$ cat config.mk
export PLATFORM = sky130hd
export DESIGN_NAME = intr_ctrl_flat
export DESIGN_NICKNAME = d
export VERILOG_FILES = /design/src/rtl/intr_ctrl_pkg.sv /design/src/rtl/intr_ctrl_if.sv /design/src/rtl/intr_ctrl_prio.sv /design/src/rtl/intr_ctrl.sv /design/src/flat_wrapper.sv
export SDC_FILE = /design/constraint.sdc
export NUM_CORES = 1
export LEC_CHECK = 0
export BUFFER_PORTS_ARGS = -buffer_cell sky130_fd_sc_hd__buf_2
export CORE_ASPECT_RATIO = 1.4
export CORE_MARGIN = 2
export CORE_UTILIZATION = 30
export CTS_BUF_LIST = sky130_fd_sc_hd__clkbuf_16
export CTS_CLUSTER_SIZE = 30
export DETAILED_ROUTE_END_ITERATION = 10
export GPL_TIMING_DRIVEN = 0
export HOLD_SLACK_MARGIN = 0.05
export SYNTH_ARGS = -nofsm -noshare
export SYNTH_HDL_FRONTEND = slang
export SYNTH_HIERARCHICAL = 1
export SYNTH_SLANG_ARGS = --single-unit
$ cat constraint.sdc
create_clock -name clk -period 2.3 [get_ports clk]
set_clock_uncertainty 0.15 [all_clocks]
set_input_delay 0.23 -clock clk [delete_from_list [all_inputs] [get_ports clk]]
set_output_delay 0.23 -clock clk [all_outputs]
set_load 0.01 [all_outputs]
$ cat src/rtl/intr_ctrl_pkg.sv
// Interrupt controller shared definitions.
// Register offsets, FSM encoding and vector word helper.
package intr_ctrl_pkg;

  localparam logic [11:0] ADDR_ENABLE = 12'h000;
  localparam logic [11:0] ADDR_PEND   = 12'h100;
  localparam logic [11:0] ADDR_VECTOR = 12'h200;
  localparam logic [11:0] ADDR_EOI    = 12'h300;
  localparam logic [11:0] ADDR_CLR    = 12'h400;

  localparam int VEC_VALID_BIT = 31;

  typedef enum logic [1:0] {
    IDLE       = 2'd0,
    ASSERT     = 2'd1,
    IN_SERVICE = 2'd2
  } state_t;

  function automatic logic [31:0] vec_word(
    input logic        valid,
    input logic [31:0] idx
  );
    logic [31:0] w;
    w = idx;
    w[VEC_VALID_BIT] = valid;
    return w;
  endfunction

endpackage

$ cat src/rtl/intr_ctrl_if.sv
// CPU-side register bus of the interrupt controller.
// Active-low strobes shared with the timer block.
interface intr_ctrl_if;

  logic        CS_N;
  logic        RD_N;
  logic        WR_N;
  logic [11:0] Addr;
  logic [31:0] DataIn;
  logic [31:0] DataOut;

  modport master (
    output CS_N, RD_N, WR_N, Addr, DataIn,
    input  DataOut
  );

  modport slave (
    input  CS_N, RD_N, WR_N, Addr, DataIn,
    output DataOut
  );

endinterface

$ cat src/rtl/intr_ctrl_prio.sv
// Fixed-priority encoder, index 0 wins.
// Purely combinational.
module prio_enc #(
  parameter int N = 8,
  parameter int W = 5
) (
  input  logic [N-1:0] req_i,
  output logic         any_o,
  output logic [W-1:0] idx_o
);

  // scan from the top so the lowest set index is written last
  always_comb begin
    any_o = 1'b0;
    idx_o = '0;
    for (int i = N - 1; i >= 0; i--) begin
      if (req_i[i]) begin
        any_o = 1'b1;
        idx_o = W'(i);
      end
    end
  end

endmodule

$ cat src/rtl/intr_ctrl.sv
// Interrupt controller: edge latch, mask, priority,
// single IRQ line with ack/EOI handshake.
module intr_ctrl
  import intr_ctrl_pkg::*;
#(
  parameter int NUM_SRC = 8,
  parameter int IDX_W   = 5
) (
  input  logic               clk,
  input  logic               reset,
  intr_ctrl_if.slave         bus,
  input  logic [NUM_SRC-1:0] Src_N,
  output logic               IRQ_N
);

  logic [NUM_SRC-1:0] enable_q, enable_d;
  logic [NUM_SRC-1:0] pend_q, pend_d;
  logic [NUM_SRC-1:0] prev_q;
  logic [IDX_W-1:0]   insvc_q, insvc_d;
  state_t             state_q, state_d;

  logic               rd, wr;
  logic               a_en, a_pend, a_vec;
  logic               a_eoi, a_clr;
  logic [NUM_SRC-1:0] req, set_m, clr_m, ack_m;
  logic               any;
  logic [IDX_W-1:0]   win;
  logic               ack;
  logic               unused_data;

  assign unused_data = ^bus.DataIn;

  // a write during a read strobe is dropped
  assign rd = !bus.CS_N && !bus.RD_N;
  assign wr = !bus.CS_N && !bus.WR_N && bus.RD_N;

  assign a_en   = bus.Addr == ADDR_ENABLE;
  assign a_pend = bus.Addr == ADDR_PEND;
  assign a_vec  = bus.Addr == ADDR_VECTOR;
  assign a_eoi  = bus.Addr == ADDR_EOI;
  assign a_clr  = bus.Addr == ADDR_CLR;

  assign req   = pend_q & enable_q;
  assign set_m = prev_q & ~Src_N;

  prio_enc #(
    .N (NUM_SRC),
    .W (IDX_W)
  ) u_prio (
    .req_i (req),
    .any_o (any),
    .idx_o (win)
  );

  assign ack = (state_q == ASSERT) && any
             && rd && a_vec;

  assign ack_m = ack ? (NUM_SRC'(1) << win) : '0;
  assign clr_m = (wr && a_clr)
               ? bus.DataIn[NUM_SRC-1:0] : '0;

  // new edges win over any clear in the same cycle
  always_comb begin
    pend_d   = (pend_q & ~(clr_m | ack_m)) | set_m;
    enable_d = enable_q;
    if (wr && a_en) enable_d = bus.DataIn[NUM_SRC-1:0];
    insvc_d  = ack ? win : insvc_q;
  end

  // register state, async active-low reset
  always_ff @(posedge clk or negedge reset) begin
    if (!reset) begin
      enable_q <= '0;
      pend_q   <= '0;
      prev_q   <= '1;
      insvc_q  <= '0;
      state_q  <= IDLE;
    end else begin
      enable_q <= enable_d;
      pend_q   <= pend_d;
      prev_q   <= Src_N;
      insvc_q  <= insvc_d;
      state_q  <= state_d;
    end
  end

  // request/acknowledge FSM next state and IRQ line
  always_comb begin
    state_d = state_q;
    IRQ_N   = 1'b1;
    unique case (state_q)
      IDLE: begin
        if (|req) state_d = ASSERT;
      end
      ASSERT: begin
        IRQ_N = 1'b0;
        if (!any)     state_d = IDLE;
        else if (ack) state_d = IN_SERVICE;
      end
      IN_SERVICE: begin
        if (wr && a_eoi) state_d = IDLE;
      end
      default: state_d = IDLE;
    endcase
  end

  // read data mux, zero when not read-selected
  always_comb begin
    bus.DataOut = '0;
    if (rd) begin
      unique case (1'b1)
        a_en:   bus.DataOut = 32'(enable_q);
        a_pend: bus.DataOut = 32'(pend_q);
        a_vec: begin
          if (state_q == ASSERT)
            bus.DataOut = vec_word(any, 32'(win));
          else if (state_q == IN_SERVICE)
            bus.DataOut = vec_word(1'b1, 32'(insvc_q));
        end
        default: bus.DataOut = '0;
      endcase
    end
  end

endmodule
$ cat src/flat_wrapper.sv
// flat-port wrapper written by rule: the top's interface ports become plain ports
module intr_ctrl_flat import intr_ctrl_pkg::*;
#(
  parameter int NUM_SRC = 8,
  parameter int IDX_W   = 5
)
  (clk, reset, Src_N, IRQ_N, bus_CS_N, bus_RD_N, bus_WR_N, bus_Addr, bus_DataIn, bus_DataOut);
  intr_ctrl_if bus_i ();
  input  logic clk;
  input  logic reset;
  input  logic [NUM_SRC-1:0] Src_N;
  output logic IRQ_N;
  input wire logic [$bits(bus_i.CS_N)-1:0] bus_CS_N;
  input wire logic [$bits(bus_i.RD_N)-1:0] bus_RD_N;
  input wire logic [$bits(bus_i.WR_N)-1:0] bus_WR_N;
  input wire logic [$bits(bus_i.Addr)-1:0] bus_Addr;
  input wire logic [$bits(bus_i.DataIn)-1:0] bus_DataIn;
  output wire logic [$bits(bus_i.DataOut)-1:0] bus_DataOut;
  assign bus_i.CS_N = bus_CS_N;
  assign bus_i.RD_N = bus_RD_N;
  assign bus_i.WR_N = bus_WR_N;
  assign bus_i.Addr = bus_Addr;
  assign bus_i.DataIn = bus_DataIn;
  assign bus_DataOut = bus_i.DataOut;
  intr_ctrl #(.NUM_SRC(NUM_SRC), .IDX_W(IDX_W)) u_core (.clk(clk), .reset(reset), .bus(bus_i), .Src_N(Src_N), .IRQ_N(IRQ_N));
endmodule
==> results of run 1 <==
[final timing paths]
check / end
max: bus_DataOut[1]
min: u_core/enable_q[3]$_DFFE_PN0P_
max reg2reg: u_core/pend_q[3]$_DFF_PN0_
min reg2reg: u_core/state_q[0]$_DFFE_PN0P_
max in group asynchronous: u_core/insvc_q[1]$_DFFE_PN0P_
min in group asynchronous: u_core/pend_q[5]$_DFF_PN0_
[report_power, final]
group / total, W / switching, W / internal, W
sequential: 0.000562 / 0.00000208 / 0.000560
combinational: 0.000157 / 0.0000816 / 0.0000755
clock: 0.000591 / 0.000208 / 0.000382
total: 0.00131 / 0.000292 / 0.00102
[area by class of cell]
| type | instances | area [sq um] | share of cell area, % |
|---|---|---|---|
| clock buffers | 5 | 125 | 4.46 |
| repair buffers | 66 | 415 | 14.8 |
| plain buffers | 30 | 208 | 7.41 |
| clock inverters | 1 | 3.75 | 0.134 |
| multi-input cells | 146 | 1100 | 39.2 |
| inverters | 20 | 75.1 | 2.68 |
| flip-flops and latches | 31 | 786 | 28.0 |
| well taps | 74 | 92.6 | 3.30 |
[cell families (layout without fill, tap and decap cells)]
| kind of cell | after synthesis | count (layout) |
|---|---|---|
| AND/OR/NAND/NOR | 64 | 64 |
| buffers and inverters | 50 | 122 |
| AO/OA/AOI/OAI | 36 | 36 |
| flip-flops | 31 | 31 |
| multiplexers | 21 | 21 |
| other | 2 | 25 |
[timing repair]
item | in CTS | in global routing
hold endpoints to repair | 40 | 0
pin swaps | 10 | 11
gates resized for setup | 22 | 9
buffers inserted | 7 | 7
endpoints found under the setup margin | 10 | 11
cloned | 0 | 0
hold buffers | 10 | 0
[registers in the layout, summed over array words and instances (netlist names)]
| register | flops |
|---|---|
| u_core/pend_q | 8 |
| u_core/insvc_q | 5 |
| u_core/prev_q | 8 |
| u_core/enable_q | 8 |
| u_core/state_q | 2 |
[metal layers]
layer,GRT usage [%],up-vias,part of all wire [%]
li1,-,879,-
met1,15.5,824,38
met2,26.8,77,51
met3,2.51,20,5.7
met4,9.69,0,5.2
met5,0,-,0
[synth_stat cells (3+ instances only)]
master and instances:
a22oi_1 5, and2_1 8, buf_4 25, clkbuf_1 3, dfrtp_1 23, dfstp_2 8
inv_1 20, mux2_2 12, mux2i_1 8, nand2_1 3, nand3_1 3, nand4b_1 3
nor2_1 17, nor2b_1 4, nor4_1 10, o22a_1 5, o22ai_1 8, o31ai_1 8
o41ai_1 3
[per-stage QoR]
stage	hold slack, ps	setup slack, ps	instance area, sq um	TNS [ps]	utilization [%]
after detailed placement	162	-280	2370	-1370	36.5
after global routing	61.9	-107	2800	-272	43.2
final	45.9	-6.40	2800	-6.40	43.2
after CTS	51.0	-57.7	2720	-57.7	42.0
after floorplan	-216	144	2060	0	-
after global placement	167	-304	2370	-1530	36.5
[cells in the final DEF (no fill, tap or decap), types with 2 or more instances in the layout]
| cell | netlist | final |
|---|---|---|
| dlygate4sd3_1 | 0 | 10 |
| nor4_1 | 10 | 9 |
| nor4_4 | 1 | 3 |
| o41ai_1 | 3 | 2 |
| o22ai_1 | 8 | 8 |
| o31ai_1 | 8 | 8 |
| nand2_1 | 3 | 3 |
| nor2b_1 | 4 | 3 |
| a22oi_1 | 5 | 5 |
| conb_1 | 2 | 25 |
| nand3_1 | 3 | 3 |
| nand4_1 | 2 | 2 |
| nor2_4 | 1 | 2 |
| inv_1 | 20 | 20 |
| and2_4 | 0 | 7 |
| clkbuf_1 | 3 | 3 |
| buf_2 | 1 | 43 |
| nor2_1 | 17 | 16 |
| mux2_2 | 12 | 12 |
| clkbuf_16 | 0 | 5 |
| nand4b_1 | 3 | 3 |
| dfrtp_1 | 23 | 23 |
| dfstp_2 | 8 | 8 |
| buf_4 | 25 | 39 |
| o22a_1 | 5 | 5 |
| mux2i_1 | 8 | 8 |
==> metrics, run 1 <==
status=finished with violations; failing checks=negative setup slack; DRC=0; H-tree Lvls=2; post-synth top area share=between 20 and 30%; mux cell area share after synthesis=11.5%; largest family of logic cells by synthesized area=simple AND/OR/NAND/NOR gates; ranking of synthesized cells by area=dfrtp_1 (29%), dfstp_2 (11%), buf_4 (9.5%); Max Clock Freq=0.434 GHz; synthesized area per cell=approximately 9.7 sq um; Final HPWL DP=around 3700 um; cell area after synthesis=0.00198 sq mm; Die ar.=between 0.007 and 0.008 sq mm; Min-Delay Path Class=in2reg; Ys Warns=6; Post-synth EDFFs=0; Slew @ Worst Pin=approximately 720 ps; WS Path Type=reg2out; biggest area consumer among synthesized cells=dfrtp_1; WP data arrival=slightly below 2000 ps; final non-filler cell total=around 370; Synth Area in Adders=0%; final setup fails=1; CTS Root Cell=clkbuf_16; first-pass GRT wire length=between 8000 and 9000 um; Nets=approximately 360; hold path depth=2; critical path endpoint category=output port; DP Cell Count=approximately 340; Initial Util=just over 30%; unrepaired setup endpoints after global routing=yes; Pwr Total=0.00131 W; number of global-route vias before repair=~1700; final hold violations=0; total wire length=between 5000 and 6000 um; Crit Reg-Reg Startpoint=u_core/enable_q[5]$_DFFE_PN0P_; CTS tree=built; Filler cells=approximately 640; Mapped Cells=just over 200; Power Density=roughly 470 mW/mm^2; Hold Crit Start=bus_DataIn[3]; ratio of cells with drive above 1 in the final layout=~44%; vias per cell=slightly below 5; count of cell types in the netlist=43; crit path max fanout=4; period utilisation layout=100%; Max Slew Vio Count=0; cell depth of the worst setup path=8; # clock sinks=31; r2r setup slk=about 50 ps; post-synthesis compound-gate area fraction=13.4%; Leak Pwr=between 1 and 1.5 nW; CP Cell Sequence=and2_4 > nor2_4 > o21ai_2 > a211oi_2 > a22oi_1 > o22a_1 > nor2_1 > buf_2; WL/cell=13.9 um; Simple-Gate Fraction of Synth Area=slightly above 20%; path depth of the worst reg2reg path=8; Final min period=~2300 ps; CORE AREA=about 0.0065 sq mm; ant diodes=0; Clock Tree Buf Depth=2; PortBufs=42; initial antenna violation count=0; CP max-delay cell=dfrtp_1; Num CTS Buffers=5; Ports=90; Final GP Congestion=just over 0.8; Max VDD drop=between 0.0002 and 0.0003 V; Layout area overhead=41.8%; largest net degree at the start of global routing=32; sequential share of the synthesized area=39.7%; WP data required=between 1500 and 2000 ps; CP Launch Point=u_core/enable_q[5]$_DFFE_PN0P_; # Max-Cap Violations=0; row count=35; die extent in x=about 73 um; Slew HR=between 50 and 60%; GRT Residual Overflow=0; Bufs and invs on worst path=1; startpoint types=flop; final worst slack=-6.40 ps; Clk Latency, worst-skew pair=roughly 270 ps; XOR/XNOR Fraction of Synth Area=0%; Yosys reg bits=31; crit-path max cell delay=between 300 and 400 ps; Async SR Flop Fraction=100%; via count=1800; delay-heaviest family, CP=compound AO/OA/AOI/OAI gates; Die Y=around 100 um; First DRT Iteration DRCs=83; ys flop type=dfrtp_1; DRT Pass-1 Iters=4; Clock Pin Slew Worst Setup and Hold Paths=about 50 ps; global-route usage over all layers=14.9%; ANT nets after route=0
Note: power is estimated with default switching activity, not from simulation.
==> run 2: changes to the inputs <==
CORE_MARGIN = not set   (was 2)
==> run 2 against run 1 <==
Effect of this change: the run ends with design-rule violations, negative setup slack left; final cell count down 0.80%; core utilization increased by 1.9 points; design area up 1.5%; highest routed layer unchanged; worst hold slack better by 10 ps; global-route usage grew 0.39 points; die area down 4.7%; sequential share of layout area fell by 0.41 points.
==> metrics, run 2 (same netlist as run 1, synthesis figures left out) <==
Filler cells=between 600 and 700; WP data required=approximately 1900 ps; # Max-Cap Violations=0; Min-Delay Path Class=in2reg; WL/cell=roughly 14 um; largest net degree at the start of global routing=32; Final min period=between 2000 and 2500 ps; period utilisation layout=103%; WS Path Type=reg2out; DRC=15; Nets=354; delay-heaviest family, CP=compound AO/OA/AOI/OAI gates; ratio of cells with drive above 1 in the final layout=roughly 46%; setup TNS=-96.5 ps; vias per cell=about 5; most frequent cells in the layout=buf_2 (43), buf_4 (37), conb_1 (25), dfrtp_1 (23), inv_1 (19); Ports=90; total wire length=~5300 um; CP Cell Sequence=and2_4 > nor2_4 > o21ai_2 > a211oi_2 > a22oi_1 > o22a_1 > nor2_1 > buf_2; via count=between 1500 and 2000; Num CTS Buffers=5; Slew @ Worst Pin=about 750 ps; crit-path max cell delay=just under 400 ps; failing checks=design-rule violations, negative setup slack; ANT nets after route=0; most common cell after layout, fill and taps aside=buf_2; Final HPWL DP=3620 um; Leak Pwr=approximately 1.4 nW; Clock Tree Buf Depth=2; DRT Pass-1 Iters=7; Layout area overhead=43.9%; crit path max fanout=4; number of global-route vias before repair=around 1700; WP data arrival=roughly 2000 ps; ant diodes=0; startpoint types=flop; CTS tree=built; First DRT Iteration DRCs=110; initial antenna violation count=0; Max Clock Freq=0.423 GHz; Clock Pin Slew Worst Setup and Hold Paths=50 ps; final worst slack=-65.8 ps; final hold violations=0; CORE AREA=about 0.0063 sq mm; critical path endpoint category=output port; H-tree Lvls=2; unrepaired setup endpoints after global routing=yes; top flop regs=u_core/enable_q x8, u_core/pend_q x8, u_core/prev_q x8; Bufs and invs on worst path=1; Final GP Congestion=between 0.8 and 0.9; final setup fails=2; status=finished with violations; pre-CTS setup slack=-275 ps; Max Slew Vio Count=0; CP max-delay cell=dfrtp_1; Pwr Total=0.00145 W; Clk Latency, worst-skew pair=between 200 and 300 ps; global-route usage over all layers=between 10% and 20%; Initial Util=approximately a third; die extent in x=around 70 um; Max VDD drop=between 0.0002 and 0.0003 V; Slew HR=between 40% and 50%; PortBufs=42; GRT Residual Overflow=0; first-pass GRT wire length=slightly above 8000 um; CTS Root Cell=clkbuf_16; row count=34; Die ar.=a little under 0.007 sq mm; # clock sinks=31; Die Y=between 90 and 100 um; Power Density=509 mW/mm^2
-- run 2: cell types whose count changed in the layout (fill, tap and decap cells not counted), sizes merged --
cell	previous run	this run
buf	83	81
bufinv	0	1
clkinv	0	2
dlygate4sd3	10	9
inv	21	20
-- run 2: area by class of cell --
type | count | area, sq um | area share [%]
buffer | 30 | 208 | 7.30
timing repair buffer | 63 | 390 | 13.7
tap | 72 | 90.1 | 3.17
clock buffer | 5 | 125 | 4.40
clock inverter | 3 | 38.8 | 1.36
inverter | 20 | 75.1 | 2.64
multi-input combinational | 146 | 1130 | 39.8
sequential | 31 | 786 | 27.6
-- run 2: power by group --
group	internal [W]	switching, W	total, W
sequential	0.000559	0.00000219	0.000561
clock	0.000504	0.000226	0.000729
combinational	0.0000747	0.0000808	0.000156
total	0.00114	0.000309	0.00145
-- run 2: path summary, 6_finish.rpt --
| kind | from | endpoint | slack [ps] | cells after the start |
|---|---|---|---|---|
| setup reg to reg | u_core/pend_q[1]$_DFF_PN0_ | u_core/pend_q[5]$_DFF_PN0_ | 90 | 7 |
| min in group asynchronous | reset | u_core/pend_q[6]$_DFF_PN0_ | 390 | 2 |
| max in group asynchronous | reset | u_core/pend_q[4]$_DFF_PN0_ | 1160 | 2 |
| setup / recovery | u_core/enable_q[4]$_DFFE_PN0P_ | bus_DataOut[1] | -70 | 8 |
| hold reg to reg | u_core/state_q[1]$_DFFE_PN0P_ | u_core/state_q[0]$_DFFE_PN0P_ | 340 | 1 |
| hold / removal | bus_DataIn[7] | u_core/enable_q[7]$_DFFE_PN0P_ | 60 | 2 |
-- run 2: per-layer routing --
metal | vias to the layer above | wire length (um) | GRT usage (%)
li1 | 875 | - | -
met1 | 858 | 2060 | 16.9
met2 | 71 | 2660 | 26.5
met3 | 15 | 362 | 3.92
met4 | 0 | 194 | 8.31
met5 | - | 0 | 0
-- run 2: worst reg2reg max path: stages (launching register included) --
cell	delay, ps
dfrtp_1	390
and2_4	190
nor4_4	330
nor2b_4	230
buf_4	150
inv_1	90
nor4_1	380
o22ai_1	160
-- run 2: timing repair --
| item | CTS | global route |
|---|---|---|
| pin swaps | 11 | 13 |
| setup buffers | 8 | 4 |
| hold endpoints to repair | 39 | 0 |
| endpoints found under the setup margin | 10 | 14 |
| hold buffers | 9 | 0 |
| cloned | 0 | 0 |
| resized for setup | 23 | 15 |
-- run 2: stage by stage --
| step | instances | area [sq um] | hold slack [ps] | utilization, % |
|---|---|---|---|---|
| floorplan | 227 | 2060 | -216 | - |
| global placement | 341 | 2360 | 167 | 37.5 |
| detailed placement | 341 | 2360 | 178 | 37.5 |
| CTS | 366 | 2760 | 51.3 | 43.9 |
| global route | 370 | 2840 | 55.7 | 45.2 |
| finish | 370 | 2840 | 56.3 | 45.2 |
==> run 3: changes to the inputs <==
ABC_AREA = 1   (was not set)
==> run 3 against run 2 <==
Effect of this change: the flow now finishes without violations; clock-buffer cell count unchanged; global-route usage increased by 0.80 points; via count rose by 24%; final cell count grew 38%; non-clock buffer count up 3; sequential cell count unchanged; largest cell class unchanged; wire length grew 11%; die area rose by 13%; power decreased by 1.9%; core utilization shrank 3.3 points; highest routed layer unchanged; synthesized cell count up 57%.
==> metrics, run 3 <==
status=finished, final reports clean; CTS Root Cell=clkbuf_16; most common cell in the synthesized netlist=nand2_1; crit-path max cell delay=roughly 400 ps; Post-synth EDFFs=0; final hold violations=0; crit path max fanout=5; Leak Pwr=about 1.7 nW; Clock Pin Slew Worst Setup and Hold Paths=~60 ps; global-route usage over all layers=between 10% and 20%; Final min period=2260 ps; total wire length=between 5000 and 6000 um; Slew HR=51.7%; DRC=0; Power Density=~460 mW/mm^2; hold endpoint=u_core/pend_q[0]$_DFF_PN0_; final setup fails=0; Max Slew Vio Count=0; Ys Warns=6; ranking of synthesized cells by area=dfrtp_1 (26%), nand2_1 (16%), buf_4 (9.3%); Async SR Flop Fraction=100%; post-synth top area share=approximately a quarter; Final GP Congestion=0.941; ys flop type=dfrtp_1; biggest area consumer among synthesized cells=dfrtp_1; ratio of cells with drive above 1 in the final layout=between 20 and 30%; CP Launch Point=u_core/enable_q[6]$_DFFE_PN0P_; ant diodes=0; WP data arrival=around 1900 ps; Max VDD drop=0.000484 V; WL/cell=approximately 11 um; most common cell after layout, fill and taps aside=nand2_1; Yosys reg bits=31; Final HPWL DP=4680 um; cell area after synthesis=about 0.0022 sq mm; final non-filler cell total=512; Initial Util=30.7%; CORE AREA=0.00731 sq mm; # clock sinks=31; PortBufs=between 40 and 50; Slew @ Worst Pin=724 ps; Layout area overhead=36.2%; Max Clock Freq=roughly 0.44 GHz; CP Cell Sequence=nand2_2 > inv_2 > or2_1 > nand3_1 > a31oi_4 > nand2_1 > nand2_1 > nand3_1 > nand3_1 > nand2_1 > inv_1 > buf_2; Post-synth top cells=nand2_1 (93), inv_1 (45), nand3_1 (40); critical path endpoint category=output port; hold path depth=5; Min-Delay Path Class=in2reg; Clk Latency, worst-skew pair=around 280 ps; Clock Tree Buf Depth=2; vias per cell=4.42; path depth of the worst reg2reg path=11; first-pass GRT wire length=between 9000 and 10000 um; synthesized area per cell=~7.0 sq um; # Max-Cap Violations=0; WP data required=between 1500 and 2000 ps; Crit Reg-Reg Startpoint=u_core/pend_q[2]$_DFF_PN0_; ANT nets after route=0; r2r setup slk=170 ps; Mapped Cells=320; WS Path Type=reg2out; period utilisation layout=between 90% and 100%; reg2reg end=u_core/pend_q[7]$_DFF_PN0_; GRT Residual Overflow=0; row count=37; die extent in x=between 70 and 80 um; number of global-route vias before repair=between 2000 and 2500; Ports=90; Num CTS Buffers=5; First DRT Iteration DRCs=between 60 and 70; unrepaired setup endpoints after global routing=yes; final core utilization=a little over two fifths; startpoint types=flop; CTS tree=built; via count=2264; Nets=between 400 and 500; Die ar.=between 0.007 and 0.008 sq mm; count of cell types in the netlist=28; CP max-delay cell=dfrtp_1; largest net degree at the start of global routing=32; DRT Pass-1 Iters=4; most frequent cells in the layout=nand2_1 (89), buf_2 (43), inv_1 (42), nand3_1 (39), buf_4 (33); Hold Crit Start=bus_Addr[8]; top flop regs=u_core/enable_q x8, u_core/pend_q x8, u_core/prev_q x8; H-tree Lvls=2; DP Cell Count=between 400 and 500; sequential share of the synthesized area=34.9%; initial antenna violation count=0; Die Y=~100 um
-- run 3: worst max-delay path, delay by kind of cell, from the launching register on --
family / cells / cell delay, ps
AO/OA/AOI/OAI: 1 / 120
buffers and inverters: 3 / 210
flip-flops: 1 / 400
AND/OR/NAND/NOR: 8 / 880
-- run 3: final cells by class --
cell class              count  area [sq um]
inverters                  48           180
fillers                   796          4250
plain buffers              32           249
well taps                  97           121
clock inverters             3          20.0
clock buffers               5           125
repair buffers             64           418
multi-input cells         232          1160
flip-flops and latches     31           786
-- run 3: worst max path at each step --
stage | end | slack, ps
final | bus_DataOut[1] | 40
after global placement | u_core/pend_q[7]$_DFF_PN0_ | 110
after floorplan | bus_DataOut[0] | 500
after global routing | bus_DataOut[2] | -120
after CTS | bus_DataOut[31] | -9
after detailed placement | u_core/pend_q[7]$_DFF_PN0_ | 110
-- run 3: what timing repair did --
item / 4_1_cts / 5_1_grt
gates cloned: 0 / 0
setup buffers: 1 / 4
endpoints found under the setup margin: 3 / 4
resized for setup: 5 / 8
endpoints found under the hold margin: 45 / 0
hold buffers: 17 / 0
pin swaps: 1 / 12
-- run 3: cells by family after synthesis --
family	after synthesis	share of synthesized area, %
simple gates	187	40.0
buf+inv	80	19.1
flops	31	34.9
compound gates	20	5.62
other cells	2	0.334
-- run 3: through the flow --
stage                     setup WS, ps  TNS [ps]  hold slack, ps  area, sq um  total power, W
after floorplan                    503         0            -216         2330        0.000691
after global placement             107         0             175         2670        0.000756
after detailed placement           110         0             179         2670        0.000757
after CTS                        -8.74     -8.74             220         3020         0.00143
after global routing              -116      -397             265         3060         0.00149
final                             36.8         0             220         3060         0.00142
-- run 3: metal layers --
layer  track usage [%]  vias up  wire, um
met2              30.6       73      3160
met4              5.42        0       153
met3              2.81       17       263
met5                 0        -         0
li1                  -     1154         -
met1              16.9     1020      2270
-- run 3: where the power goes --
| group | switching (W) | internal (W) |
|---|---|---|
| Sequential | 0.00000573 | 0.000563 |
| Combinational | 0.000113 | 0.0000904 |
| Clock | 0.000249 | 0.000398 |
| Total | 0.000367 | 0.00105 |
